==> src/rtl/uart_rx_deframer.sv <==
// UART receive deframer: times mid-bit samples from the start pulse, assembles an
// LSB-first word and reports either a good frame or a framing error.
module uart_rx_deframer #(
    parameter int CLK_DIV   = 16,
    parameter int DATA_BITS = 8
) (
    input  logic                 rx_clk,
    input  logic                 rx_rst_n,
    input  logic                 rx_start,
    input  logic                 rx_serial,
    output logic [DATA_BITS-1:0] rx_data,
    output logic                 rx_valid,
    output logic                 rx_frame_err,
    output logic                 rx_busy
);

    localparam int CW = $clog2(CLK_DIV);
    localparam int BW = (DATA_BITS > 1) ? $clog2(DATA_BITS) : 1;
    localparam logic [CW-1:0] HALF  = CW'(CLK_DIV / 2 - 1);
    localparam logic [CW-1:0] LAST  = CW'(CLK_DIV - 1);
    localparam logic [BW-1:0] BLAST = BW'(DATA_BITS - 1);

    typedef enum logic [1:0] {
        IDLE,
        START,
        DATA,
        STOP
    } state_t;

    state_t                 state_q, state_d;
    logic [CW-1:0]          cnt_q, cnt_d;
    logic [BW-1:0]          bit_q, bit_d;
    logic [DATA_BITS-1:0]   shift_q, shift_d;
    logic [DATA_BITS-1:0]   data_q, data_d;
    logic                   valid_q, valid_d;
    logic                   err_q, err_d;
    logic                   busy_q;

    always_comb begin
        state_d = state_q;
        cnt_d   = cnt_q + CW'(1);
        bit_d   = bit_q;
        shift_d = shift_q;
        data_d  = data_q;
        valid_d = 1'b0;
        err_d   = 1'b0;
        case (state_q)
            IDLE: begin
                cnt_d = cnt_q;
                if (rx_start) begin
                    state_d = START;
                    cnt_d   = '0;
                end
            end
            START: begin
                if (cnt_q == HALF) begin
                    cnt_d = '0;
                    bit_d = '0;
                    // A line already back high at mid start bit was a glitch.
                    state_d = rx_serial ? IDLE : DATA;
                end
            end
            DATA: begin
                if (cnt_q == LAST) begin
                    cnt_d   = '0;
                    shift_d = {rx_serial, shift_q[DATA_BITS-1:1]};
                    if (bit_q == BLAST) begin
                        state_d = STOP;
                    end else begin
                        bit_d = bit_q + BW'(1);
                    end
                end
            end
            STOP: begin
                if (cnt_q == LAST) begin
                    cnt_d   = '0;
                    state_d = IDLE;
                    if (rx_serial) begin
                        data_d  = shift_q;
                        valid_d = 1'b1;
                    end else begin
                        err_d = 1'b1;
                    end
                end
            end
            default: state_d = IDLE;
        endcase
    end

    always_ff @(posedge rx_clk) begin
        if (!rx_rst_n) begin
            state_q <= IDLE;
            cnt_q   <= '0;
            bit_q   <= '0;
            shift_q <= '0;
            data_q  <= '0;
            valid_q <= 1'b0;
            err_q   <= 1'b0;
            busy_q  <= 1'b0;
        end else begin
            state_q <= state_d;
            cnt_q   <= cnt_d;
            bit_q   <= bit_d;
            shift_q <= shift_d;
            data_q  <= data_d;
            valid_q <= valid_d;
            err_q   <= err_d;
            busy_q  <= (state_d != IDLE);
        end
    end

    assign rx_data      = data_q;
    assign rx_valid     = valid_q;
    assign rx_frame_err = err_q;
    assign rx_busy      = busy_q;

endmodule

==> config.mk <==
export PLATFORM = sky130hd
export DESIGN_NAME = uart_rx_deframer
export DESIGN_NICKNAME = d
export VERILOG_FILES = /design/src/rtl/uart_rx_deframer.sv
export SDC_FILE = /design/constraint.sdc
export NUM_CORES = 1
export LEC_CHECK = 0
export CAP_MARGIN = 40
export CORE_UTILIZATION = 45
export CTS_CLUSTER_DIAMETER = 50
export DETAILED_ROUTE_END_ITERATION = 12
export DONT_BUFFER_PORTS = 1
export GPL_TIMING_DRIVEN = 0
export MAX_ROUTING_LAYER = met4
export PLACE_DENSITY_LB_ADDON = 0.08
export SLEW_MARGIN = 40
export SYNTH_ARGS = -nofsm -noshare
export SYNTH_HDL_FRONTEND = slang
export SYNTH_SLANG_ARGS = --single-unit
==> constraint.sdc <==
create_clock -name rx_clk -period 3.5 [get_ports rx_clk]
set_input_delay 0 -clock rx_clk [delete_from_list [all_inputs] [get_ports rx_clk]]
set_output_delay 0 -clock rx_clk [all_outputs]
set_load 0.02 [all_outputs]
Word-level counts from Yosys, hierarchy flattened
Cells that the tools add are included.
- eq/ne operators: 10
- reduce and logical (&&, ||, !) cells: 8
- mux-type cells: 17
- $add $sub $neg: 2
- operators with widths (cell ; number):
    2-bit 2-to-1 mux ; 6
    4-bit 2-to-1 mux ; 3
    4-bit one-hot mux with 3 select lines ; 1
    3-bit 2-to-1 mux ; 3
    2-bit != test, second input constant ; 4
    2-bit one-hot mux with 4 select lines ; 1
    3-bit one-hot mux with 2 select lines ; 1
    3-bit AND reduction ; 2
    4-bit by 1-bit adder with 4-bit output, second input constant ; 1
    2-bit equality test, second input constant ; 2
    4-bit by 3-bit equality test with 1-bit output, second input constant ; 1
    4-bit equality test, second input constant ; 1
    4-bit AND reduction ; 1
    2-bit nonzero test ; 2
    3-bit by 1-bit adder with 3-bit output, second input constant ; 1
    3-bit equality test, second input constant ; 1
    2-bit by 1-bit equality test with 1-bit output, second input constant ; 1
    2-bit zero test ; 1
    1-bit 2-to-1 mux ; 2
    2-bit AND reduction ; 1
    2-bit OR reduction ; 1
- flip-flop bits (word level): 28
- logic and storage cells: 45

Longest topological paths before layout
- depth after elaboration: 5
- mapped depth: 5

Least setup slack after synthesis
Ideal clock, no wire load.
- kind: register to register
- start: register cnt_q[0]
- end: register data_q[0] (netlist: rx_data[0])
- data required time: 3.428 ns
- setup time: 0.072 ns
- path slack: 2.163 ns
- arrival time: 1.265 ns
- clock period less this slack: 1.337 ns
- cell stages (with the launch flop): 6
- cells stage by stage: dfxtp_1 -> ha_1 -> and3_1 -> and3_1 -> buf_4 -> mux2i_1
- cells in the longest elaborated chain, start to end: 2
- RTL lines (element ; RTL line ; RTL):
    start: declaration ; 31 ; logic [CW-1:0] cnt_q, cnt_d;
    start signal: assignment ; 102 ; cnt_q <= cnt_d;
    4-bit equality test ; 75 ; if (cnt_q == LAST) begin
    3-bit AND reduction (no line) ; -- ;
    end signal: assignment ; 105 ; data_q <= data_d;
    end: declaration ; 34 ; logic [DATA_BITS-1:0] data_q, data_d;
Every way passes these cells.
A chain may end at the register's enable or synchronous reset.

Final worst setup path
- start: register cnt_q[0]
- end: register cnt_q[0]
- cells in the longest elaborated chain, start to end: 3
- elaborated cells between the ends (all ways): 6
- RTL lines (element ; RTL line ; RTL):
    4-bit by 1-bit adder with 4-bit output, or another cell as far along ; 41 ; cnt_d = cnt_q + CW'(1);
    4-bit 2-to-1 mux (on tied branches) ; 64, 75, 56 ;
    4-bit one-hot mux with 3 select lines * ; 47 ; case (state_q)
Mark *: on every way between the ends. The rest lies on a longest branch, timed or not.

==> results.ini <==
[clock_tree]
htree_levels = 1
clk_pin_slew_ps = 160
root_buffer = clkbuf_4
cts_sinks = 28
insertion_delay_ps = 330
cts_tree = done
cts_made_buffers = 3
clockBufferDepth = 2
cts_resized = 0

[worst_setup_path]
path_class = register to register
endpoint_kind = register
r2r-start = cnt_q[0]$_SDFFE_PN0P_
critPathMaxStageDelay_ps = 370
cp-start-kind = register
path_delay_family = compound AO/OA/AOI/OAI gates
required_ps = 3740
slowest_stage = dfxtp_1
crit_start = cnt_q[0]$_SDFFE_PN0P_
crit_path_max_fanout = 10
critical_path_buf_inv_count = 1
crit_arrival_ps = 1860
crit_chain = ha_1 > nand2_1 > clkbuf_1 > o21ai_0 > a221oi_1

[timing]
setup_viol = 0
fin_crit_ps = 1622
fin_ws_ps = 1878
relSlewSlack_pct = 63.61
max_freq_mhz = 616.6
final.setup.tns_ps = 0
finClkSkew_ps = 3.333
tightest_slew_ps = 545.8
rsz0062_at_grt = no
drv_slew = 0
final-hold-violation-count = 0
timing.final.crit_share_pct = 46.33

[route]
avgRoutedWirePerCell_um = 14.14
drt_iter0_markers = 31
firstDrtPassIters = 4
ant_nets = 0
num_vias = 1037
drt_wl_total_um = 2587
drc = 0
viasPerCell = 5.667

[global_route]
grt_overflow_total = 0
grt_pass1_wl_um = 4450
grt_max_degree = 17
grtUsageTotal_pct = 18.50
grt_pass1_vias = 1032
antenna_found_initial = 0

[synth]
synth_seq_cells = 28
synth_top_area_cell = dfxtp_1
synth.cell_area_mm2 = 0.001275
syn-instance-count = 146
synthesis.area_per_instance_um2 = 8.733
synth.top_cells.by_area = dfxtp_1 44%, mux2i_1 8.6%, nand2_1 7.1%
synth_nets = 153
synth.top_cell.area_share_pct = 43.96
ys_types = 36
yosysWarnings = 0
seq_area_frac_synth_pct = 43.96

[pwr]
p_per_area_mw_per_mm2 = 410.0
p_leak_nw = 0.4929
finalPower_uw = 572.0
vdd_drop_max_uv = 294.0

[finish]
drive_gt1_share_pct = 9.150
diodes = 0
area_delta_synth_final_pct = 9.421
nets = 161
layout_commonest_cell = dfxtp_1
nFillCells = 230
final_cell_mix = 28 x dfxtp_1, 24 x nand2_1, 12 x o21ai_0, 11 x mux2i_1, 11 x nand3_1

[outcome]
status = finished, final reports clean

[floorplanning]
core-area_mm2 = 0.002567
start_util_pct = 49.66
die-area_mm2 = 0.003050
die-width_um = 55.23
top_level_ports = 15
fp-row-count = 18
die_height_um = 55.23

[place]
hpwl_um = 1766
port_buffers = 0
post-place-ws_ps = 1922
gp_congestion = 0.8699

[job]
cap_violations = 0

[min_path]
hold_path.class = input port to register
hold_start = rx_serial

==> state kept, by name, summed over array words and instances, names as in the netlist <==
register	count
rx_valid	1
rx_busy	1
bit_q	3
rx_data	8
rx_frame_err	1
cnt_q	4
state_q	2
shift_q	8
==> report_power, final <==
| part | switching, mW | leakage, nW | internal (mW) |
|---|---|---|---|
| clock | 0.0986 | 0.0279 | 0.116 |
| combinational | 0.0177 | 0.239 | 0.0137 |
| sequential | 0.00388 | 0.226 | 0.322 |
==> path summary, 6_finish.rpt <==
check             cells after the start                       to  slack (ps)
setup / recovery                      5    cnt_q[0]$_SDFFE_PN0P_        1880
hold / removal                        3  rx_data[5]$_SDFFE_PN0P_         100
setup reg to reg                      5    cnt_q[0]$_SDFFE_PN0P_        1880
hold reg to reg                       2    bit_q[2]$_SDFFE_PN0P_         470
==> final cells by class <==
class	count	area, um^2	area share (%)
Buffer	11	57.56	4.126
Clock inverter	1	30.03	2.152
Tap cell	30	37.54	2.691
Sequential cell	28	560.5	40.18
Multi-Input combinational cell	104	645.6	46.28
Clock buffer	3	22.52	1.614
Inverter	3	11.26	0.8072
Timing Repair Buffer	3	30.03	2.152
==> per-stage QoR <==
| stage | hold WS [ps] | instance area, um^2 | instances | util [%] |
|---|---|---|---|---|
| 2_1_floorplan | 78.22 | 1275 | 146 | - |
| 3_3_place_gp | 84.89 | 1313 | 176 | 51.12 |
| 3_5_place_dp | 87.18 | 1313 | 176 | 51.12 |
| 4_1_cts | 90.67 | 1395 | 183 | 54.34 |
| 5_1_grt | 92.24 | 1395 | 183 | 54.34 |
| 6_report | 95.39 | 1395 | 183 | 54.34 |
==> timing repair <==
item / CTS / global route
endpoints found under the setup margin: 0 / 0
buffers inserted: 0 / 0
hold endpoints to repair: 10 / 0
hold buffers: 3 / 0
==> kinds of logic after synthesis <==
kind of cell / count (synthesis) / share of synthesized area, %
buffers and inverters: 14 / 5.398
adder cells (fa/ha/maj): 3 / 2.944
XOR/XNOR: 1 / 0.6871
AO/OA/AOI/OAI: 33 / 15.31
multiplexers: 11 / 8.636
AND/OR/NAND/NOR: 56 / 23.06
flip-flops: 28 / 43.96
==> tightest hold or removal path, stage by stage <==
cell and delay (ps):
and3_1 120, buf_4 190, mux2i_1 90
==> cells in the mapped netlist (all sizes together) <==
cell type  count
and3           2
nand4bb        1
nand2         24
ha             3
or2            1
and3b          1
a21boi         1
buf            6
mux2i         11
o22ai          1
nor3           2
a21oi         12
and2b          1
nor2           3
o21bai         1
a221oi         1
nand3         11
inv            3
nor2b          2
o21ai         12
a211oi         1
a21o           1
and2           2
a31oi          1
xor2           1
dfxtp         28
or3b           2
o311ai         1
or3            1
clkbuf         5
nand3b         2
o21a           1
and4b          1
==> per-layer routing <==
| metal | wire length (um) | track usage, % | vias to the layer above |
|---|---|---|---|
| met5 | 0 | - | - |
| li1 | - | - | 526 |
| met4 | 13 | 8.929 | 0 |
| met1 | 1338 | 24.63 | 491 |
| met2 | 1143 | 27.88 | 18 |
| met3 | 92 | 2.342 | 2 |
(Power assumes the default switching activity.)
